--- config.mk ---
export PLATFORM = sky130hd
export DESIGN_NAME = timer_bank_ise
export DESIGN_NICKNAME = d
export VERILOG_FILES = /design/src/rtl/timer_bank_ise.sv
export SDC_FILE = /design/constraint.sdc
export NUM_CORES = 1
export LEC_CHECK = 0
export ABC_AREA = 0
export BUFFER_PORTS_ARGS = -buffer_cell sky130_fd_sc_hd__buf_2
export CAP_MARGIN = 15
export CORE_MARGIN = 2
export CORE_UTILIZATION = 62
export CTS_BUF_LIST = sky130_fd_sc_hd__clkbuf_4 sky130_fd_sc_hd__clkbuf_8
export DETAILED_ROUTE_END_ITERATION = 8
export PLACE_DENSITY_LB_ADDON = 0.12
export SYNTH_ARGS = -nofsm -noshare
export SYNTH_HDL_FRONTEND = slang
export SYNTH_SLANG_ARGS = --single-unit
--- constraint.sdc ---
create_clock -name clock -period 4.9 [get_ports clock]
set_input_delay 0.735 -clock clock [delete_from_list [all_inputs] [get_ports clock]]
set_output_delay 0.735 -clock clock [all_outputs]
set_load 0.005 [all_outputs]
--- src/rtl/timer_bank_ise.sv ---
// rtl/timer_bank_ise.sv - multi-channel microsecond timer custom instruction on a shared 1 us tick
// Macro TIMER_BANK_PERIODIC_EN adds opcode 6 (periodic auto-reload channels).
module timer_bank_ise #(
   parameter int         clockFrequencyInHz  = 50000000,
   parameter int         nrOfChannels        = 4,
   parameter int         counterWidth        = 32,
   parameter logic [7:0] customInstructionId = 8'd0
) (
   input  logic        clock,
   input  logic        reset,
   input  logic        ciStart,
   input  logic        ciCke,
   input  logic [7:0]  ciN,
   input  logic [31:0] ciValueA,
   input  logic [31:0] ciValueB,
   output logic        ciDone,
   output logic [31:0] ciResult
);
   localparam int PRE_MAX = clockFrequencyInHz / 1000000 - 1;
   localparam int PRE_W   = $clog2(PRE_MAX + 1);
   localparam logic [PRE_W-1:0]        PRE_RELOAD = PRE_W'(PRE_MAX);
   localparam logic [PRE_W-1:0]        PRE_ONE    = PRE_W'(1);
   localparam logic [counterWidth-1:0] CNT_ONE    = counterWidth'(1);

   localparam logic [3:0] OP_WAIT     = 4'd0;
   localparam logic [3:0] OP_START    = 4'd1;
   localparam logic [3:0] OP_READ     = 4'd2;
   localparam logic [3:0] OP_JOIN     = 4'd3;
   localparam logic [3:0] OP_CANCEL   = 4'd4;
   localparam logic [3:0] OP_STATUS   = 4'd5;
`ifdef TIMER_BANK_PERIODIC_EN
   localparam logic [3:0] OP_PERIODIC = 4'd6;
`endif

   typedef enum logic [1:0] {S_IDLE, S_BLOCK, S_DONE} state_t;

   state_t                  r_state;
   state_t                  w_next;
   logic [PRE_W-1:0]        r_pre;
   logic                    w_tick;
   logic [counterWidth-1:0] r_cnt     [nrOfChannels];
   logic [counterWidth-1:0] w_cnt_nxt [nrOfChannels];
   logic [nrOfChannels-1:0] r_expired;
   logic [nrOfChannels-1:0] w_expired_nxt;
   logic [3:0]              r_wch;
   logic [31:0]             r_result;
   logic [31:0]             w_result;

   logic [3:0]              w_op;
   logic [3:0]              w_ch;
   logic [counterWidth-1:0] w_a;
   logic                    w_accept;
   logic                    w_ch_ok;
   logic [counterWidth-1:0] w_sel_cnt;
   logic                    w_watch_hit;
   logic                    w_load_en;
   logic [counterWidth-1:0] w_load_val;
   logic                    w_start;
   logic                    w_status_clr;
   logic                    w_per_clr;
   logic                    w_unused;

`ifdef TIMER_BANK_PERIODIC_EN
   logic [nrOfChannels-1:0] r_periodic;
   logic [counterWidth-1:0] r_reload [nrOfChannels];
   logic                    w_per_set;
`endif

   assign w_op     = ciValueB[3:0];
   assign w_ch     = ciValueB[11:8];
   assign w_a      = ciValueA[counterWidth-1:0];
   assign w_accept = ciStart & ciCke & (ciN == customInstructionId) & (r_state == S_IDLE);
   assign w_ch_ok  = (32'(w_ch) < 32'(nrOfChannels));
   assign w_tick   = (r_pre == '0);
   assign ciDone   = (r_state == S_DONE);
   assign ciResult = r_result;
`ifdef TIMER_BANK_PERIODIC_EN
   assign w_unused = ^{ciValueA, ciValueB[31:12], ciValueB[7:4]};
`else
   assign w_unused = ^{ciValueA, ciValueB[31:12], ciValueB[7:4], w_per_clr};
`endif

   // Addressed channel and the blocked-on channel, selected without out-of-range array indexing.
   always_comb begin
      w_sel_cnt   = '0;
      w_watch_hit = 1'b0;
      for (int i = 0; i < nrOfChannels; i++) begin
         if (w_ch == 4'(i)) w_sel_cnt = r_cnt[i];
         if ((r_wch == 4'(i)) && w_tick && (r_cnt[i] == CNT_ONE)) w_watch_hit = 1'b1;
      end
   end

   always_comb begin
      w_next       = r_state;
      w_result     = '0;
      w_load_en    = 1'b0;
      w_load_val   = '0;
      w_start      = 1'b0;
      w_status_clr = 1'b0;
      w_per_clr    = 1'b0;
`ifdef TIMER_BANK_PERIODIC_EN
      w_per_set    = 1'b0;
`endif
      unique case (r_state)
         S_IDLE: begin
            if (w_accept) begin
               w_next = S_DONE;
               if ((w_op != OP_STATUS) && !w_ch_ok) begin
                  w_result = '1;
               end else begin
                  case (w_op)
                     OP_WAIT: begin
                        if (w_a != '0) begin
                           w_load_en  = 1'b1;
                           w_load_val = w_a;
                           w_next     = S_BLOCK;
                        end
                     end
                     OP_START: begin
                        w_load_en  = 1'b1;
                        w_load_val = w_a;
                        w_start    = 1'b1;
                        w_per_clr  = 1'b1;
                     end
                     OP_READ:   w_result = 32'(w_sel_cnt);
                     OP_JOIN: begin
                        if (w_sel_cnt != '0) w_next = S_BLOCK;
                     end
                     OP_CANCEL: begin
                        w_result  = 32'(w_sel_cnt);
                        w_load_en = 1'b1;
                        w_per_clr = 1'b1;
                     end
                     OP_STATUS: begin
                        w_result     = 32'(r_expired);
                        w_status_clr = 1'b1;
                     end
`ifdef TIMER_BANK_PERIODIC_EN
                     OP_PERIODIC: begin
                        w_load_en = 1'b1;
                        if (w_a == '0) begin
                           w_result  = 32'(w_sel_cnt);
                           w_per_clr = 1'b1;
                        end else begin
                           w_load_val = w_a;
                           w_per_set  = 1'b1;
                        end
                     end
`endif
                     default:   w_result = '1;
                  endcase
               end
            end
         end
         S_BLOCK: begin
            if (w_watch_hit) w_next = S_DONE;
         end
         default: w_next = S_IDLE;
      endcase
   end

   // A command write to a channel overrides that channel's tick, so load/cancel beat expiry.
   always_comb begin
      w_cnt_nxt     = r_cnt;
      w_expired_nxt = w_status_clr ? '0 : r_expired;
      for (int i = 0; i < nrOfChannels; i++) begin
         if (w_load_en && (w_ch == 4'(i))) begin
            w_cnt_nxt[i] = w_load_val;
            if (w_start) w_expired_nxt[i] = 1'b0;
         end else if (w_tick && (r_cnt[i] != '0)) begin
            if (r_cnt[i] == CNT_ONE) begin
               w_expired_nxt[i] = 1'b1;
`ifdef TIMER_BANK_PERIODIC_EN
               w_cnt_nxt[i] = r_periodic[i] ? r_reload[i] : '0;
`else
               w_cnt_nxt[i] = '0;
`endif
            end else begin
               w_cnt_nxt[i] = r_cnt[i] - CNT_ONE;
            end
         end
      end
   end

   always_ff @(posedge clock) begin
      if (reset) begin
         r_state   <= S_IDLE;
         r_pre     <= PRE_RELOAD;
         r_result  <= '0;
         r_wch     <= '0;
         r_expired <= '0;
         for (int i = 0; i < nrOfChannels; i++) r_cnt[i] <= '0;
      end else begin
         r_state   <= w_next;
         r_pre     <= w_tick ? PRE_RELOAD : (r_pre - PRE_ONE);
         r_result  <= (w_next == S_DONE) ? w_result : '0;
         r_expired <= w_expired_nxt;
         if (w_accept) r_wch <= w_ch;
         for (int i = 0; i < nrOfChannels; i++) r_cnt[i] <= w_cnt_nxt[i];
      end
   end

`ifdef TIMER_BANK_PERIODIC_EN
   always_ff @(posedge clock) begin
      if (reset) begin
         r_periodic <= '0;
         for (int i = 0; i < nrOfChannels; i++) r_reload[i] <= '0;
      end else begin
         for (int i = 0; i < nrOfChannels; i++) begin
            if (w_load_en && (w_ch == 4'(i))) begin
               if (w_per_set) begin
                  r_periodic[i] <= 1'b1;
                  r_reload[i]   <= w_load_val;
               end else if (w_per_clr) begin
                  r_periodic[i] <= 1'b0;
               end
            end
         end
      end
   end
`endif

endmodule
==> impl_metrics.csv <==
group,metric,value,unit
setup_path,r2r_cells,6,
die,die_h,138,microns
power,power_per_cell_area,218,nW/um^2
routing,vias,12700,
layout,drive_gt1_share,14.4,%
routing,avgRoutedWirePerCell,26.4,microns
layout,antennaDiodeCount,0,
clocking,cts.sinks,176,
setup_path,critPathRequiredTime,5.36,ns
sta,slew_violations,0,
sta,fin_worst_skew,0.0198,ns
setup_path,cp-startpoint,"r_cnt[73]$_SDFFE_PP0P_",
synthesis,synth_nets,1531,
setup_path,reg2reg_from,"r_cnt[73]$_SDFFE_PP0P_",
clocking,clk_root_buffer_cell,"clkbuf_8",
routing,wl,45200,microns
layout,multi_input_area,7140,sq um
sta,finalHoldViolCount,0,
clocking,htree_levels,4,
setup_path,crit_fanout,28,
synthesis,ys_seq_area_share,31.6,%
synthesis,synth_cell_types,78,
power,leakagePower,0.00445,uW
synthesis,synth-edff-count,0,
setup_path,end_kind,"flip-flop",
synthesis,postSynthAreaPerCell,7.71,sq um
die,design.portCount,109,
die,die_x,138,microns
setup_path,rrSetupSlack,1.22,ns
die,start_util,62.7,%
synthesis,synth_area,11100,sq um
layout,fillers,1588,
clocking,cts_setup_buffers,0,
clocking,ctsResizeCount,0,
synthesis,yosys_warnings,0,
sta,slew_headroom,19.2,%
layout,syn_to_final_growth,8.42,%
grt,antenna_found_initial,1,
synthesis,synth_seq_cells,176,
synthesis,syn_inst,1446,
layout,nets,1552,
die,dieArea,19100,sq um
routing,first_pass_iters,7,
setup_path,critical_path_class,"reg -> reg",
grt,grt_pass1_wl,68400,microns
worst_hold_path,hold_path_class,"reg -> reg",
clocking,cts_tree,"done",
routing,vias_per_cell,7.42,
run_status,status,"finished clean",
sta,setup_viol,0,
sta,whs,0.410,ns
worst_hold_path,holdPathStages,1,
placement,dp.final_hpwl,32800,microns
setup_path,cp.arrival,4.14,ns
sta,period_needed,3.68,ns
sta,max_clock_freq,272,MHz
routing,ant_nets,0,
clocking,cts.clk_slew.worst_paths,0.11,ns
sta,rsz0062_at_grt,"no",
clocking,postCtsHoldBufs,0,
synthesis,async_flop_share,0,%
grt,track_usage,46.3,%
layout,regArea,3520,sq um
setup_path,rr_endpoint,"r_state[1]$_SDFF_PP0_",
clocking,numCtsBuffers,17,
worst_hold_path,holdCritStartpoint,"r_pre[0]$_SDFF_PP1_",
routing,drt_iter0_drc,2339,
sta,setup_tns,0,ns
placement,globalplace.congestion,1.11,
sta,tightestPinTransition,1.21,ns
routing,drc_errors,0,
placement,port_buffers,84,
clocking,cts_buffer_depth,2,
power,ir_drop,0.214,mV
die,core,17800,sq um
run,max-cap-violations,0,
grt,grt_max_degree,91,
grt,grt_pass1_vias,11200,
clocking,clock_latency,0.51,ns
die,row_count,49,
setup_path,endpoint,"r_state[1]$_SDFF_PP0_",
synthesis,synth_top_flop_cell,"dfxtp_1",
sta,fin_crit_sh,75.1,%
setup_path,start_kind,"flip-flop",
grt,overflow,0,
## critical path, stage by stage, from the launching register on
cell,delay [ns]
dfxtp_1,0.39
or4_1,0.70
nor4_1,0.78
and4_1,1.04
mux2i_1,0.22
a211oi_2,0.32
a32o_1,0.18
## power by group
group          total, uW  leakage [uW]  internal, uW  switching, uW
Sequential          1440       0.00142          1430           4.88
Combinational        149       0.00285          52.6           96.0
Clock               1050      0.000182           418            634
## cell type report
type	count	share of cell area, %
clock buffers	17	1.94
clock inverters	15	1.24
inverters	22	0.683
multi-input cells	1135	59.1
flip-flops and latches	176	29.2
well taps	229	2.37
repair buffers	115	5.53
## layout by cell type (no fill, tap or decap), types with 6 or more instances in the layout
cell      count
o41ai_1       8
or3_1        28
o21a_1        6
nand3_1      77
dfxtp_1     176
nand2b_1     11
o31ai_1      13
and3_1        7
a31oi_1      46
o211ai_1     15
nor4_1       37
clkbuf_8     17
nor2b_1       8
and2_1        6
nand2_1     128
nor2_1      119
xor2_1       16
a221oi_1     10
buf_2        83
o21ai_0      88
inv_1        22
mux4_2       22
ha_1          9
o22ai_1      16
a21oi_1     144
buf_4        31
mux2i_1      32
nand4_1       9
nor3_1       80
xnor2_1      10
or4_1        21
a21o_1       15
a211oi_1     50
nor4_2        8
or2_2         9
## stage by stage
stage	area (sq um)	total power, uW	setup WS [ns]	utilization [%]	cells
2_1_floorplan	11100	1560	1.93	-	1446
3_3_place_gp	11700	1610	1.03	65.8	1677
3_5_place_dp	11700	1620	1.02	65.8	1677
4_1_cts	12100	2620	1.37	68.0	1709
5_1_grt	12100	2690	1.07	68.0	1709
6_report	12100	2640	1.22	68.0	1709
## worst min path at each step
stage                                to  slack [ns]
floorplan           r_pre[0]$_SDFF_PP1_        0.37
global placement    r_pre[0]$_SDFF_PP1_        0.38
detailed placement  r_pre[0]$_SDFF_PP1_        0.39
CTS                 r_pre[0]$_SDFF_PP1_        0.41
global route        r_pre[0]$_SDFF_PP1_        0.43
finish              r_pre[0]$_SDFF_PP1_        0.41
## state kept, by name, summed over array words and instances, names as in the netlist
register / flops
r_cnt: 128
r_pre: 6
r_state: 2
r_expired: 4
ciResult: 32
r_wch: 4
## cell families after synthesis
group,synth area share (%)
compound gates,26.2
flops,31.6
fa+ha+maj,1.01
simple gates,26.8
xor+xnor,2.04
mux,7.42
buf+inv,4.86
## cells in the mapped netlist, types with 10 or more instances
master | instances | share of area, %
nand2_1 | 128 | 4.3
a211oi_1 | 50 | 3.4
clkbuf_1 | 85 | 2.9
a21o_1 | 15 | 1.0
or3_1 | 28 | 1.6
or4_1 | 21 | 1.4
a221oi_1 | 11 | 0.86
nor3_1 | 82 | 3.7
o22ai_1 | 16 | 0.90
inv_1 | 22 | 0.74
nand2b_1 | 11 | 0.62
xor2_1 | 16 | 1.3
a31oi_1 | 46 | 2.6
nand3_1 | 77 | 3.5
dfxtp_1 | 176 | 32
mux2i_1 | 32 | 2.9
o211ai_1 | 15 | 1.0
nor2_1 | 119 | 4.0
o31ai_1 | 13 | 0.88
xnor2_1 | 10 | 0.79
a21oi_1 | 144 | 6.5
nor4_1 | 40 | 2.2
mux4_2 | 22 | 4.4
buf_2 | 19 | 0.85
o21ai_0 | 88 | 4.0
## routing by layer
layer | wire, microns | track usage (%) | share of wire [%] | up-vias
met5 | 13 | 0 | 0.029 | -
met4 | 3640 | 27.0 | 8.0 | 2
met3 | 7940 | 18.8 | 18 | 298
met2 | 18000 | 65.4 | 40 | 1109
met1 | 15600 | 59.7 | 35 | 5733
li1 | - | - | - | 5540
No activity file was read; power rests on OpenSTA's default activity.
